$ cat src/rtl/fetch_unit_pkg.sv
// fetch_unit_pkg
//   Shared constants for the instruction fetch stage: data width, instruction
//   size in bytes and the fetch FSM state encodings.
//   No ports; imported by fetch_unit_if, fetch_pc_gen and fetch_unit.
package fetch_unit_pkg;

    localparam int DATA_WIDTH  = 32;
    localparam int INSTR_BYTES = 4;

    localparam logic [1:0] FETCH_REQ  = 2'd0;
    localparam logic [1:0] FETCH_WAIT = 2'd1;
    localparam logic [1:0] FETCH_PUSH = 2'd2;
    localparam logic [1:0] FETCH_DROP = 2'd3;

endpackage

$ cat src/rtl/fetch_unit_if.sv
// fetch_unit_if
//   Bundles the instruction-memory request/response signals and the FIFO
//   write side used by the fetch stage.
//   Signals:
//     imem_req_valid / imem_req_ready / imem_req_addr : request channel
//     imem_rsp_valid / imem_rsp_data                  : response strobe + word
//     fifo_full / fifo_wrt_en / fifo_wrt_data         : FIFO write side
//   Modports: master = fetch unit side, slave = memory/FIFO side.
//
// Handshake: a request transfers on a rising clk edge where imem_req_valid
// and imem_req_ready are both high. Once raised, valid depends only on the
// fetch unit's state and inputs, never on ready. The memory returns exactly
// one imem_rsp_valid pulse per transferred request, no earlier than the
// cycle after the transfer. A FIFO push happens on every edge where
// fifo_wrt_en is high; the fetch unit never raises it while fifo_full is high.
interface fetch_unit_if #(
    parameter int ADDR_WIDTH = 32
);
    import fetch_unit_pkg::*;

    logic                  imem_req_valid;
    logic [ADDR_WIDTH-1:0] imem_req_addr;
    logic                  imem_req_ready;
    logic                  imem_rsp_valid;
    logic [DATA_WIDTH-1:0] imem_rsp_data;
    logic                  fifo_full;
    logic                  fifo_wrt_en;
    logic [DATA_WIDTH-1:0] fifo_wrt_data;

    modport master (
        output imem_req_valid, imem_req_addr,
        input  imem_req_ready, imem_rsp_valid, imem_rsp_data,
        input  fifo_full,
        output fifo_wrt_en, fifo_wrt_data
    );

    modport slave (
        input  imem_req_valid, imem_req_addr,
        output imem_req_ready, imem_rsp_valid, imem_rsp_data,
        output fifo_full,
        input  fifo_wrt_en, fifo_wrt_data
    );

endinterface

$ cat src/rtl/fetch_unit_pc_gen.sv
// fetch_pc_gen
//   Program counter register for the fetch stage.
//   Ports:
//     clk, reset : clock, synchronous active-high reset (pc_q <= RESET_PC)
//     load       : take load_pc (redirect); has priority over inc
//     load_pc    : redirect target, bits [1:0] forced to zero
//     inc        : advance by one instruction (wraps mod 2^ADDR_WIDTH)
//     pc_q       : current PC, always word aligned
module fetch_pc_gen
    import fetch_unit_pkg::*;
#(
    parameter int                    ADDR_WIDTH = 32,
    parameter logic [ADDR_WIDTH-1:0] RESET_PC   = '0
) (
    input  logic                  clk,
    input  logic                  reset,
    input  logic                  load,
    input  logic [ADDR_WIDTH-1:0] load_pc,
    input  logic                  inc,
    output logic [ADDR_WIDTH-1:0] pc_q
);

    localparam logic [ADDR_WIDTH-1:0] ALIGN_MASK = {{(ADDR_WIDTH-2){1'b1}}, 2'b00};
    localparam logic [ADDR_WIDTH-1:0] PC_STEP    = ADDR_WIDTH'(INSTR_BYTES);

    always_ff @(posedge clk) begin
        if (reset) begin
            pc_q <= RESET_PC & ALIGN_MASK;
        end else if (load) begin
            pc_q <= load_pc & ALIGN_MASK;
        end else if (inc) begin
            pc_q <= pc_q + PC_STEP;
        end
    end

endmodule

$ cat src/rtl/fetch_unit.sv
// fetch_unit
//   Instruction fetch stage: holds the PC, issues one instruction-memory
//   request at a time, captures the returned word and pushes it into the
//   instruction FIFO. Redirects discard any fetch in flight.
//   Ports:
//     clk, reset       : clock, synchronous active-high reset
//     fetch_en         : 0 holds off new requests
//     redirect_valid   : single-cycle redirect strobe
//     redirect_pc      : redirect target (bits [1:0] ignored)
//     bus (master)     : imem request/response and FIFO write side
//     state_dbg        : current FSM state (FETCH_* encodings)
//     fetch_cnt        : pushes so far         (FETCH_PERF_CNT_EN only)
//     stall_cnt        : PUSH cycles with FIFO full (FETCH_PERF_CNT_EN only)
//   Build option: define FETCH_PERF_CNT_EN to add the two wrapping counters.
module fetch_unit
    import fetch_unit_pkg::*;
#(
    parameter int                    ADDR_WIDTH = 32,
    parameter logic [ADDR_WIDTH-1:0] RESET_PC   = '0
) (
    input  logic                  clk,
    input  logic                  reset,
    input  logic                  fetch_en,
    input  logic                  redirect_valid,
    input  logic [ADDR_WIDTH-1:0] redirect_pc,
    fetch_unit_if.master          bus,
`ifdef FETCH_PERF_CNT_EN
    output logic [31:0]           fetch_cnt,
    output logic [31:0]           stall_cnt,
`endif
    output logic [1:0]            state_dbg
);

    logic [1:0]            state_q;
    logic [1:0]            state_d;
    logic [DATA_WIDTH-1:0] instr_q;
    logic [ADDR_WIDTH-1:0] pc_q;
    logic                  req_fire;
    logic                  push;

    // Outputs are masked while reset is held so the first reset cycle is
    // already quiet, even if the FSM was mid-fetch.
    assign bus.imem_req_valid = !reset && (state_q == FETCH_REQ) && fetch_en && !redirect_valid;
    assign bus.imem_req_addr  = pc_q;
    assign req_fire           = bus.imem_req_valid && bus.imem_req_ready;

    // Redirect beats a push: the held word belongs to the old path.
    assign push               = !reset && (state_q == FETCH_PUSH) && !bus.fifo_full && !redirect_valid;
    assign bus.fifo_wrt_en    = push;
    assign bus.fifo_wrt_data  = reset ? '0 : instr_q;

    assign state_dbg          = state_q;

    always_comb begin
        state_d = state_q;
        case (state_q)
            FETCH_REQ: begin
                if (!redirect_valid && req_fire) state_d = FETCH_WAIT;
            end
            FETCH_WAIT: begin
                // A redirect without the response must still swallow the
                // response that is on its way (DROP); with it, we are done.
                if (redirect_valid)          state_d = bus.imem_rsp_valid ? FETCH_REQ : FETCH_DROP;
                else if (bus.imem_rsp_valid) state_d = FETCH_PUSH;
            end
            FETCH_PUSH: begin
                if (redirect_valid || !bus.fifo_full) state_d = FETCH_REQ;
            end
            FETCH_DROP: begin
                if (bus.imem_rsp_valid) state_d = FETCH_REQ;
            end
            default: state_d = FETCH_REQ;
        endcase
    end

    always_ff @(posedge clk) begin
        if (reset) begin
            state_q <= FETCH_REQ;
            instr_q <= '0;
        end else begin
            state_q <= state_d;
            if ((state_q == FETCH_WAIT) && bus.imem_rsp_valid && !redirect_valid) begin
                instr_q <= bus.imem_rsp_data;
            end
        end
    end

    // A redirect updates the PC in every state.
    fetch_pc_gen #(
        .ADDR_WIDTH (ADDR_WIDTH),
        .RESET_PC   (RESET_PC)
    ) u_pc_gen (
        .clk     (clk),
        .reset   (reset),
        .load    (redirect_valid),
        .load_pc (redirect_pc),
        .inc     (push),
        .pc_q    (pc_q)
    );

`ifdef FETCH_PERF_CNT_EN
    always_ff @(posedge clk) begin
        if (reset) begin
            fetch_cnt <= '0;
            stall_cnt <= '0;
        end else begin
            if (push) fetch_cnt <= fetch_cnt + 32'd1;
            if ((state_q == FETCH_PUSH) && bus.fifo_full) stall_cnt <= stall_cnt + 32'd1;
        end
    end
`endif

endmodule

$ cat src/flat_wrapper.sv
// flat-port wrapper written by rule: the top's interface ports become plain ports
module fetch_unit_flat import fetch_unit_pkg::*;
#(
    parameter int                    ADDR_WIDTH = 32,
    parameter logic [ADDR_WIDTH-1:0] RESET_PC   = '0
)
  (clk, reset, fetch_en, redirect_valid, redirect_pc, state_dbg, bus_imem_req_valid, bus_imem_req_addr, bus_imem_req_ready, bus_imem_rsp_valid, bus_imem_rsp_data, bus_fifo_full, bus_fifo_wrt_en, bus_fifo_wrt_data);
  fetch_unit_if #(.ADDR_WIDTH(ADDR_WIDTH)) bus_i ();
  input  logic clk;
  input  logic reset;
  input  logic fetch_en;
  input  logic redirect_valid;
  input  logic [ADDR_WIDTH-1:0] redirect_pc;
  output logic [1:0] state_dbg;
  output wire logic [$bits(bus_i.imem_req_valid)-1:0] bus_imem_req_valid;
  output wire logic [$bits(bus_i.imem_req_addr)-1:0] bus_imem_req_addr;
  input wire logic [$bits(bus_i.imem_req_ready)-1:0] bus_imem_req_ready;
  input wire logic [$bits(bus_i.imem_rsp_valid)-1:0] bus_imem_rsp_valid;
  input wire logic [$bits(bus_i.imem_rsp_data)-1:0] bus_imem_rsp_data;
  input wire logic [$bits(bus_i.fifo_full)-1:0] bus_fifo_full;
  output wire logic [$bits(bus_i.fifo_wrt_en)-1:0] bus_fifo_wrt_en;
  output wire logic [$bits(bus_i.fifo_wrt_data)-1:0] bus_fifo_wrt_data;
  assign bus_imem_req_valid = bus_i.imem_req_valid;
  assign bus_imem_req_addr = bus_i.imem_req_addr;
  assign bus_i.imem_req_ready = bus_imem_req_ready;
  assign bus_i.imem_rsp_valid = bus_imem_rsp_valid;
  assign bus_i.imem_rsp_data = bus_imem_rsp_data;
  assign bus_i.fifo_full = bus_fifo_full;
  assign bus_fifo_wrt_en = bus_i.fifo_wrt_en;
  assign bus_fifo_wrt_data = bus_i.fifo_wrt_data;
  fetch_unit #(.ADDR_WIDTH(ADDR_WIDTH), .RESET_PC(RESET_PC)) u_core (.clk(clk), .reset(reset), .fetch_en(fetch_en), .redirect_valid(redirect_valid), .redirect_pc(redirect_pc), .bus(bus_i), .state_dbg(state_dbg));
endmodule
$ cat config.mk
export PLATFORM = sky130hd
export DESIGN_NAME = fetch_unit_flat
export DESIGN_NICKNAME = d
export VERILOG_FILES = /design/src/rtl/fetch_unit_pkg.sv /design/src/rtl/fetch_unit_if.sv /design/src/rtl/fetch_unit_pc_gen.sv /design/src/rtl/fetch_unit.sv /design/src/flat_wrapper.sv
export SDC_FILE = /design/constraint.sdc
export NUM_CORES = 1
export LEC_CHECK = 0
export BUFFER_PORTS_ARGS = -buffer_cell sky130_fd_sc_hd__buf_2
export CAP_MARGIN = 10
export CORE_MARGIN = 1.5
export CORE_UTILIZATION = 47
export DETAILED_ROUTE_END_ITERATION = 10
export PLACE_DENSITY = 0.76
export SYNTH_ARGS = -nofsm -noshare
export SYNTH_HDL_FRONTEND = slang
export SYNTH_SLANG_ARGS = --single-unit
$ cat constraint.sdc
create_clock -name clk -period 2.2 [get_ports clk]
set_input_delay 0.11 -clock clk [delete_from_list [all_inputs] [get_ports clk]]
set_output_delay 0.11 -clock clk [all_outputs]
set_load 0.01 [all_outputs]
Word level (Yosys, flattened, before mapping)
Index checks and enable logic that the tools add are counted.
W data, S select, Z words.
Word-level totals
  input bits: 71
  logic and storage cells: 40
  output and inout port bits: 68
  flip-flop bits (word level): 66
Cells by class
  add/sub/neg operators: 1
  multiplexer cells: 10
  reductions and logical operators: 18
  equality and inequality tests: 7
Operator list (count)
  $mux W32: 3
  $add A32 B3 Y32 const B: 1
  $mux W2: 6
  $logic_and A1 B1 Y1: 10
  $pmux W2 S4: 1
  $ne A2 B2 Y1 const B: 3
  $eq A2 B2 Y1 const B: 2
  $reduce_and A4 Y1: 1
  $logic_not A1 Y1: 3
  $ne A3 B3 Y1 const B: 1
  $eq A2 B1 Y1 const B: 1
  $logic_not A2 Y1: 1
  $reduce_bool A2 Y1: 1
  $reduce_or A2 Y1: 1
  $logic_or A1 B1 Y1: 1

Logic depth before layout (Yosys ltp)
Gate-level depths: netlist (run 1).
  word-level depth: 8
  depth in mapped cells: 7
  gate-level depth less buffers: 6

Hierarchy
From an unflattened synthesis (run 1), not the netlist that was laid out.
Second synthesis, totals
  cells, all modules: 442
  area total of the unflattened synthesis: 3425.8 um^2
Modules (own cells, without submodules)
  fetch_pc_gen: cells each 251, times used 1, seq. area each 600.6 um^2, area an instance 1929.4 um^2
  fetch_unit: cells each 191, times used 1, seq. area each 680.7 um^2, area an instance 1496.4 um^2

Least setup slack after synthesis (run 1)
OpenSTA, ideal clock, no wires.
  kind: register to register
  start point: reg u_core.u_pc_gen.pc_q[2]
  end point: reg u_core.u_pc_gen.pc_q[26]
  required time: 2114 ps
  path buffers: 0
  stages on the path, launching flop included: 7
  arrival time: 1635 ps
  setup slack: 480 ps
  period minus slack after synthesis: 1720 ps
  library setup time: 86 ps
  cells stage by stage: dfxtp_1 ha_1 and4_1 nand2_2 nor4_2 xnor2_1 a211oi_1
Between the ends
  word-level cells in the longest chain between the ends: 3
RTL lines
  start, declared: line fetch_unit_pc_gen.sv:20  | output logic [ADDR_WIDTH-1:0] pc_q
  start signal, assigned: line fetch_unit_pc_gen.sv:28  | pc_q <= RESET_PC & ALIGN_MASK;
  start signal, assigned: line fetch_unit_pc_gen.sv:30  | pc_q <= load_pc & ALIGN_MASK;
  start signal, assigned: line fetch_unit_pc_gen.sv:32  | pc_q <= pc_q + PC_STEP;
  $add A32 B3 Y32: line fetch_unit_pc_gen.sv:32
  $mux W32: line fetch_unit_pc_gen.sv:31  | end else if (inc) begin
  $mux W32: line fetch_unit_pc_gen.sv:29  | end else if (load) begin
Every way passes these cells. The select of a mux whose other input is x is not followed.
A chain may end at the register's enable or synchronous reset.

Final worst setup path (run 1)
  start point: reg u_core.state_q[0] (netlist: u_core.state_dbg[0])
  end point: reg u_core.u_pc_gen.pc_q[27]
Between the ends
  word-level cells in the longest chain between the ends: 5
RTL lines
  start, declared: line fetch_unit.sv:34  | logic [1:0] state_q;
  start signal, assigned: line fetch_unit.sv:81  | state_q <= state_d;
  $eq A2 B2 Y1: line fetch_unit.sv:48  | assign push = !reset && (state_q == FETCH_PUSH) && !bus.fifo_full && !redirect_valid;
  $logic_and A1 B1 Y1 (3 in series): line fetch_unit.sv:48
  $reduce_bool A2 Y1 (no line)
Every way passes these cells.

==> results by group, run 1 <==
Pwr
  • PwrDens: a little under 600 nW/µm²
  • Leakage power: around 1.8 nW
  • Peak supply drop: approximately 0.32 mV

Final layout
  • Area delta synth->final: 33.72%
  • Finished Core Util: roughly 66%
  • Fill cell count: roughly 580
  • Most frequent cells in the layout: buf_2 (134), nand2_1 (80), dfxtp_1 (64)
  • Fin area: approximately 4200 µm²
  • Nets: around 610
  • N_diodes: 0
  • Layout cells sized above 1: 30.53%
  • Leading cell type in the layout, fill and taps excluded: buf_2

Route
  • DR WL met2: approximately 4000 µm
  • # DRC: 9
  • DR WL/cell: roughly 13 µm
  • Max layer used: met4
  • Final ANT Viol Nets: 0
  • DR vias/cell: 5.131
  • Initial DRC Count: 160
  • Final wirelength: ~8300 µm
  • Met3 wire len: between 600 and 700 µm
  • DR pass1 iterations: 9
  • WL met1: 3670 µm
  • Detailed-route via count: 3,202

Floorplan
  • Die ar.: roughly 7000 µm²
  • Core ar.: 6422 µm²
  • Num ports: 139
  • Die W: 84.83 µm
  • Rows: 29
  • Die height: about 85 µm
  • Initial core utilization: ~49%

Synthesis
  • Flops & latches, synth: between 60 and 70
  • Largest family of logic cells by synthesized area: simple AND/OR/NAND/NOR gates
  • Distinct cells, synth: 35
  • Adder-cell share of the synthesized area: less than 1%
  • Synth Warn #: 0
  • Syn_area_per_cell: 7.867 µm²
  • Synth Area in XOR/XNOR: about 7.5%
  • Multiplexer area fraction after synthesis: less than 1%
  • Compound-cell area share of the yosys netlist: 12.56%
  • Mapped Area: around 3100 µm²
  • Mapped Cells: 400
  • Post-synthesis simple-gate area fraction: 33.16%
  • Post-synthesis sequential area ratio: between 40% and 50%

Global routing
  • Total global-route track usage: around a quarter
  • Initial antenna violation count: 0
  • Largest net degree at the start of global routing: a little under 100
  • Vias in the first global route: about 3,000
  • Gr ovfl total: 0
  • First-pass GRT wire length: 13,680 µm

CTS
  • Clk_lat worst skew: between 0.3 and 0.4 ns
  • CTS H-tree lvls: 3
  • Inserted Clock Buffers: 9
  • Clk pin slew, worst setup/hold paths: roughly 0.070 ns
  • CTS tree: yes
  • Clk buf depth: 2
  • CTS Root Cell: clkbuf_8
  • Post-CTS Setup Inserts: 0
  • Clock sink total: 64

Timing
  • Final Hold Vio Count: 0
  • Total negative setup slack: 0 ns
  • Worst clock skew: around 0.0064 ns
  • Final setup violation count: 0
  • WHS: approximately 0.012 ns
  • Final Slew Violations: 0
  • Max Clk Rate: between 500 and 600 MHz
  • Least-Margin Pin Slew: just over 0.9 ns
  • Crit share post-route: between 80% and 90%
  • Slew HR: between 30% and 40%
  • RSZ-0062 raised after global routing: no
  • Final min period: approximately 1.9 ns

Setup path
  • Crit. End Element: flip-flop
  • Critical path arrival: 2.13 ns
  • Critical path type: flip-flop to flip-flop
  • CP Depth: 6
  • CP required: roughly 2.4 ns
  • Max stage delay on crit path: between 0.3 and 0.4 ns
  • CP max-delay cell: dfxtp_1
  • Path depth of the worst reg2reg path: 6
  • Crit-path max FO: 12
  • Buf+Inv Stages, Crit Path: 1
  • Crit path cell chain: nor4b_4 -> buf_4 -> nand4_2 -> nor3_2 -> nor3_1 -> nor4_1
  • CP startpoint kind: flip-flop
  • Crit path max-delay family: simple AND/OR/NAND/NOR gates

Min path
  • Hold depth: 3
  • Hold Path Class: input pin to flip-flop

Placement
  • PortBufs: approximately 130
  • RD Place Congestion: around 0.79
  • DP HPWL: about 5500 µm
  • Placement Cell Area: 3845 µm²

Outcome
  • Status: complete, but fails checks
  • Failing checks: design-rule violations

Flow run
  • Maximum capacitance violations: 0
[sequential cells by signal, summed over array words and instances, names as in the netlist]
register	count
u_core.instr_q	32
u_core.u_pc_gen.pc_q	30
u_core.state_dbg	2
[repair_timing]
action | 4_1_cts | 5_1_grt
endpoints found under the hold margin | 19 | 0
hold buffers | 19 | 0
gates resized for setup | 0 | 0
[where the power goes]
group	internal (mW)	switching (mW)
Sequential	1.20	0.0504
Combinational	0.148	0.149
Clock	0.431	0.461
[per-layer routing]
metal / GRT usage (%) / up-vias
li1: - / 1638
met1: 29.74 / 1440
met2: 38.98 / 117
met3: 7.879 / 7
met4: 5.365 / 0
met5: 0 / -
[Yosys cell counts]
cell type | n | share of area [%]
nor3b_1 | 1 | 0.24
nor2_1 | 32 | 3.8
and4_1 | 6 | 1.7
xor2_1 | 8 | 2.2
nor4_2 | 2 | 0.80
and2_1 | 1 | 0.20
xnor2_1 | 19 | 5.3
nor4b_4 | 1 | 0.76
ha_1 | 1 | 0.40
nand4_1 | 15 | 3.0
nor2b_1 | 32 | 6.4
buf_4 | 2 | 0.48
conb_1 | 1 | 0.12
o211ai_1 | 1 | 0.24
a21oi_1 | 42 | 6.7
inv_1 | 5 | 0.60
nor3_1 | 4 | 0.64
mux2i_1 | 3 | 0.95
o2bb2ai_1 | 1 | 0.28
dfxtp_1 | 64 | 41
buf_2 | 4 | 0.64
a211oi_2 | 1 | 0.40
buf_1 | 2 | 0.24
clkbuf_1 | 22 | 2.6
a41oi_1 | 1 | 0.28
and3_1 | 10 | 2.0
nand2_1 | 80 | 9.5
nor4_1 | 1 | 0.20
nand4_2 | 1 | 0.40
a211oi_1 | 17 | 4.1
o21ai_0 | 4 | 0.64
nor3_2 | 3 | 0.95
nand2_2 | 1 | 0.20
nor4_4 | 1 | 0.68
nand3_1 | 11 | 1.7
[cells by family (layout without fill, tap and decap cells)]
| group | Yosys count | count (layout) |
|---|---|---|
| and+or+nand+nor | 202 | 202 |
| AOI/OAI and AO/OA | 67 | 67 |
| DFF | 64 | 64 |
| buffers and inverters | 35 | 181 |
| xor gates and xnor gates | 27 | 27 |
| muxes | 3 | 3 |
| adders and majority gates | 1 | 1 |
| other | 1 | 2 |
[layout make-up]
class,count,area [µm²],area share (%)
well taps,77,96.34,2.290
multi-input cells,302,1725,41.00
flip-flops and latches,64,1281,30.45
clock buffers,10,137.6,3.271
clock inverters,6,35.03,0.8326
repair buffers,160,913.4,21.71
inverters,5,18.77,0.4460
[path summary, 6_finish.rpt]
kind | from | to | slack [ns]
worst max-delay path | u_core.state_dbg[0]$_SDFFE_PP0P_ | u_core.u_pc_gen.pc_q[27]$_SDFFE_PP0P_ | 0.31
worst max register to register | u_core.state_dbg[0]$_SDFFE_PP0P_ | u_core.u_pc_gen.pc_q[27]$_SDFFE_PP0P_ | 0.31
worst min-delay path | redirect_pc[6] | u_core.u_pc_gen.pc_q[6]$_SDFFE_PP0P_ | 0.01
worst min register to register | u_core.instr_q[6]$_SDFFE_PP0P_ | u_core.instr_q[6]$_SDFFE_PP0P_ | 0.45
[per-stage QoR]
stage	worst slack, ns	power [mW]	cells
2_1_floorplan	0.4798	1.418	401
3_3_place_gp	0.3796	1.539	589
3_5_place_dp	0.3271	1.545	589
4_1_cts	0.2912	2.463	624
5_1_grt	0.09748	2.554	624
6_report	0.3120	2.440	624
[tightest hold or removal path, delay by kind of cell]
| family | cells | cell delay, ns |
|---|---|---|
| buf+inv | 1 | 0.08 |
| simple gates | 1 | 0.08 |
| mux | 1 | 0.05 |
Power figures use the tool's default switching activity.
==> inputs of run 2 (changes only) <==
Settings changed: BUFFER_PORTS_ARGS -buffer_cell sky130_fd_sc_hd__buf_2 to not set, CORE_UTILIZATION 47 to 60, CTS_CLUSTER_DIAMETER set to 80, DONT_BUFFER_PORTS set to 1, PLACE_DENSITY 0.76 to 0.72.
==> run 2 against run 1 <==
The run now ends clean. Register-to-register slack got worse by 0.20 ns. Worst hold slack improved by 0.0092 ns. Flip-flop and latch count did not move. Critical path depth did not move. Cell count fell by 15%. Sequential share of layout area rose by 1.2 points. Wire length rose by 0.64%. First-iteration DRC count rose by 21%. Setup slack got worse by 0.20 ns. Largest cell class unchanged. Largest power group unchanged. Clock-buffer cell count rose by 1. Maximum frequency fell by 9.6%. Global-route usage rose by 4.7 points.
==> results by group, run 2 (synthesis gave the netlist of run 1 again) <==
Final layout
  • Nets: 530
  • Leading cell type in the layout, fill and taps excluded: nand2_1
  • Most flop-heavy register: u_core.instr_q
  • Finished Layout Cells: 532
  • Most frequent cells in the layout: nand2_1 (80), dlygate4sd3_1 (66), dfxtp_1 (64)
  • Largest register FFs: 32
  • Fin area: 4045 µm²
  • N_diodes: 0
  • Area delta synth->final: 28.55%
  • Layout cells sized above 1: between 7 and 8%

Timing
  • Crit share post-route: 94.93%
  • Final Hold Vio Count: 0
  • RSZ-0062 raised after global routing: no
  • Final min period: roughly 2.1 ns
  • Total negative setup slack: 0 ns
  • Worst clock skew: around 0.0079 ns
  • Final Slew Violations: 0
  • Max Clk Rate: ~480 MHz
  • Final setup violation count: 0

Pwr
  • PwrDens: about 600 nW/µm²
  • Switching pwr: 0.6268 mW
  • Sw Ratio: about a quarter
  • Internal power: 1.800 mW
  • Clock share of power: between 30 and 40%
  • Combinational power share: between 10% and 20%
  • Register share of total power: between 50% and 60%
  • Peak supply drop: approximately 0.69 mV
  • Final Power: approximately 2.4 mW
  • Leakage power: about 1.4 nW

Floorplan
  • Die height: between 70 and 80 µm
  • Initial core utilization: between 60% and 70%
  • Die ar.: between 5000 and 6000 µm²
  • Rows: 26
  • Core ar.: between 5000 and 6000 µm²
  • Num ports: between 100 and 150
  • Die W: around 75 µm

Setup path
  • Critical path arrival: ~2.4 ns
  • Crit. End Element: flip-flop
  • Critical path type: flip-flop to flip-flop
  • Crit path cell chain: nor2_1 -> and3_2 -> buf_6 -> nand2_1 -> a21oi_1 -> dlygate4sd3_1
  • RR Endpoint: u_core.instr_q[12]$_SDFFE_PP0P_
  • Buf+Inv Stages, Crit Path: 2
  • Crit-path max FO: 27
  • Reg2Reg Setup Slack: approximately 0.11 ns
  • Crit path max-delay family: buffers and inverters
  • Max stage delay on crit path: about 0.56 ns
  • CP required: 2.49 ns
  • Path depth of the worst reg2reg path: 6
  • CP startpoint kind: flip-flop
  • CP max-delay cell: dlygate4sd3_1
  • Critical R2R Launch: u_core.state_dbg[1]$_SDFFE_PP0P_

Min path
  • Hold Startpoint: redirect_valid
  • Hold Path Class: input pin to flip-flop
  • Hold depth: 3
  • Worst hold path endpoint: u_core.u_pc_gen.pc_q[31]$_SDFFE_PP0P_

Placement
  • DP HPWL: approximately 4700 µm
  • RD Place Congestion: ~0.8
  • Cells after DPL: 450
  • Placement Cell Area: roughly 3200 µm²
  • PortBufs: 0

Global routing
  • First-pass GRT wire length: around 12,000 µm
  • Gr ovfl total: 0
  • Vias in the first global route: between 2,000 and 3,000
  • Largest net degree at the start of global routing: 65
  • Initial antenna violation count: 0
  • Total global-route track usage: around 28%

CTS
  • Clock sink total: 64
  • CTS H-tree lvls: 3
  • CTS tree: yes
  • Clk_lat worst skew: ~0.35 ns
  • Post-CTS Setup Inserts: 0
  • Clk buf depth: 2
  • Clk pin slew, worst setup/hold paths: about 0.070 ns
  • Inserted Clock Buffers: 9
  • CTS Root Cell: clkbuf_8

Route
  • Final wirelength: roughly 8400 µm
  • Initial DRC Count: roughly 190
  • # DRC: 0
  • DR WL/cell: approximately 16 µm
  • DR vias/cell: around 5.7
  • Final ANT Viol Nets: 0
  • DR pass1 iterations: 4
  • Detailed-route via count: 3,006

Flow run
  • Maximum capacitance violations: 0

Outcome
  • Status: complete, no violations
-- run 2: cell types whose count changed in the layout (fill, tap and decap cells not counted) --
cell	change
buf_2	-134
dlygate4sd3_1	+47
clkinvlp_4	-2
and3_1	-1
and3_2	+1
buf_16	+1
buf_4	+1
buf_6	+1
clkbuf_8	+1
-- run 2: area by class of cell --
class                   instances  area, µm²
clock buffers                  11      151.4
clock inverters                 4      20.02
repair buffers                 76      759.5
well taps                      70      87.58
flip-flops and latches         64       1281
multi-input cells             302       1727
inverters                       5      18.77
fillers                       368       1030
-- run 2: how the worst max path moves through the flow --
stage / from / end / slack (ns) / depth (start not counted)
CTS: u_core.state_dbg[1]$_SDFFE_PP0P_ / u_core.instr_q[12]$_SDFFE_PP0P_ / 0.11 / 6
detailed placement: u_core.state_dbg[0]$_SDFFE_PP0P_ / u_core.u_pc_gen.pc_q[23]$_SDFFE_PP0P_ / 0.27 / 6
floorplan: u_core.u_pc_gen.pc_q[2]$_SDFFE_PP0P_ / u_core.u_pc_gen.pc_q[26]$_SDFFE_PP0P_ / 0.48 / 6
global placement: u_core.state_dbg[0]$_SDFFE_PP0P_ / u_core.u_pc_gen.pc_q[23]$_SDFFE_PP0P_ / 0.30 / 6
global route: u_core.state_dbg[1]$_SDFFE_PP0P_ / u_core.instr_q[12]$_SDFFE_PP0P_ / 0.006 / 6
finish: u_core.state_dbg[1]$_SDFFE_PP0P_ / u_core.instr_q[12]$_SDFFE_PP0P_ / 0.11 / 6
-- run 2: layer usage --
metal / vias to the layer above / part of all wire [%] / global-route usage, %
li1: 1466 / - / -
met1: 1396 / 41 / 34.98
met2: 128 / 49 / 46.59
met3: 16 / 7.4 / 7.143
met4: 0 / 2.0 / 12.30
met5: - / 0 / 0
-- run 2: tightest hold or removal path: stages --
cell and delay (ns):
nor3b_1 0.03, a21oi_1 0.11, o2bb2ai_1 0.08
-- run 2: power groups by stage --
stage / Combinational, mW / Sequential [mW] / Clock (mW)
5_1_grt: 0.279 / 1.28 / 0.956
2_1_floorplan: 0.134 / 1.28 / 0
4_1_cts: 0.249 / 1.27 / 0.907
3_5_place_dp: 0.129 / 1.29 / 0
6_report: 0.255 / 1.27 / 0.902
3_3_place_gp: 0.125 / 1.29 / 0
-- run 2: metrics by stage --
stage               util [%]  setup slack (ns)  hold WS [ns]
finish                 79.71            0.1116       0.02084
global route           79.71          0.006393       0.05598
CTS                    79.61            0.1146       0.02888
detailed placement     62.67            0.2708        0.1855
global placement       62.67            0.2978        0.1840
floorplan                  -            0.4798        0.2460
-- run 2: repair_timing --
item	in CTS	in global routing
hold buffers	67	0
setup endpoints to repair	0	1
hold endpoints to repair	64	0
gates resized for setup	0	2
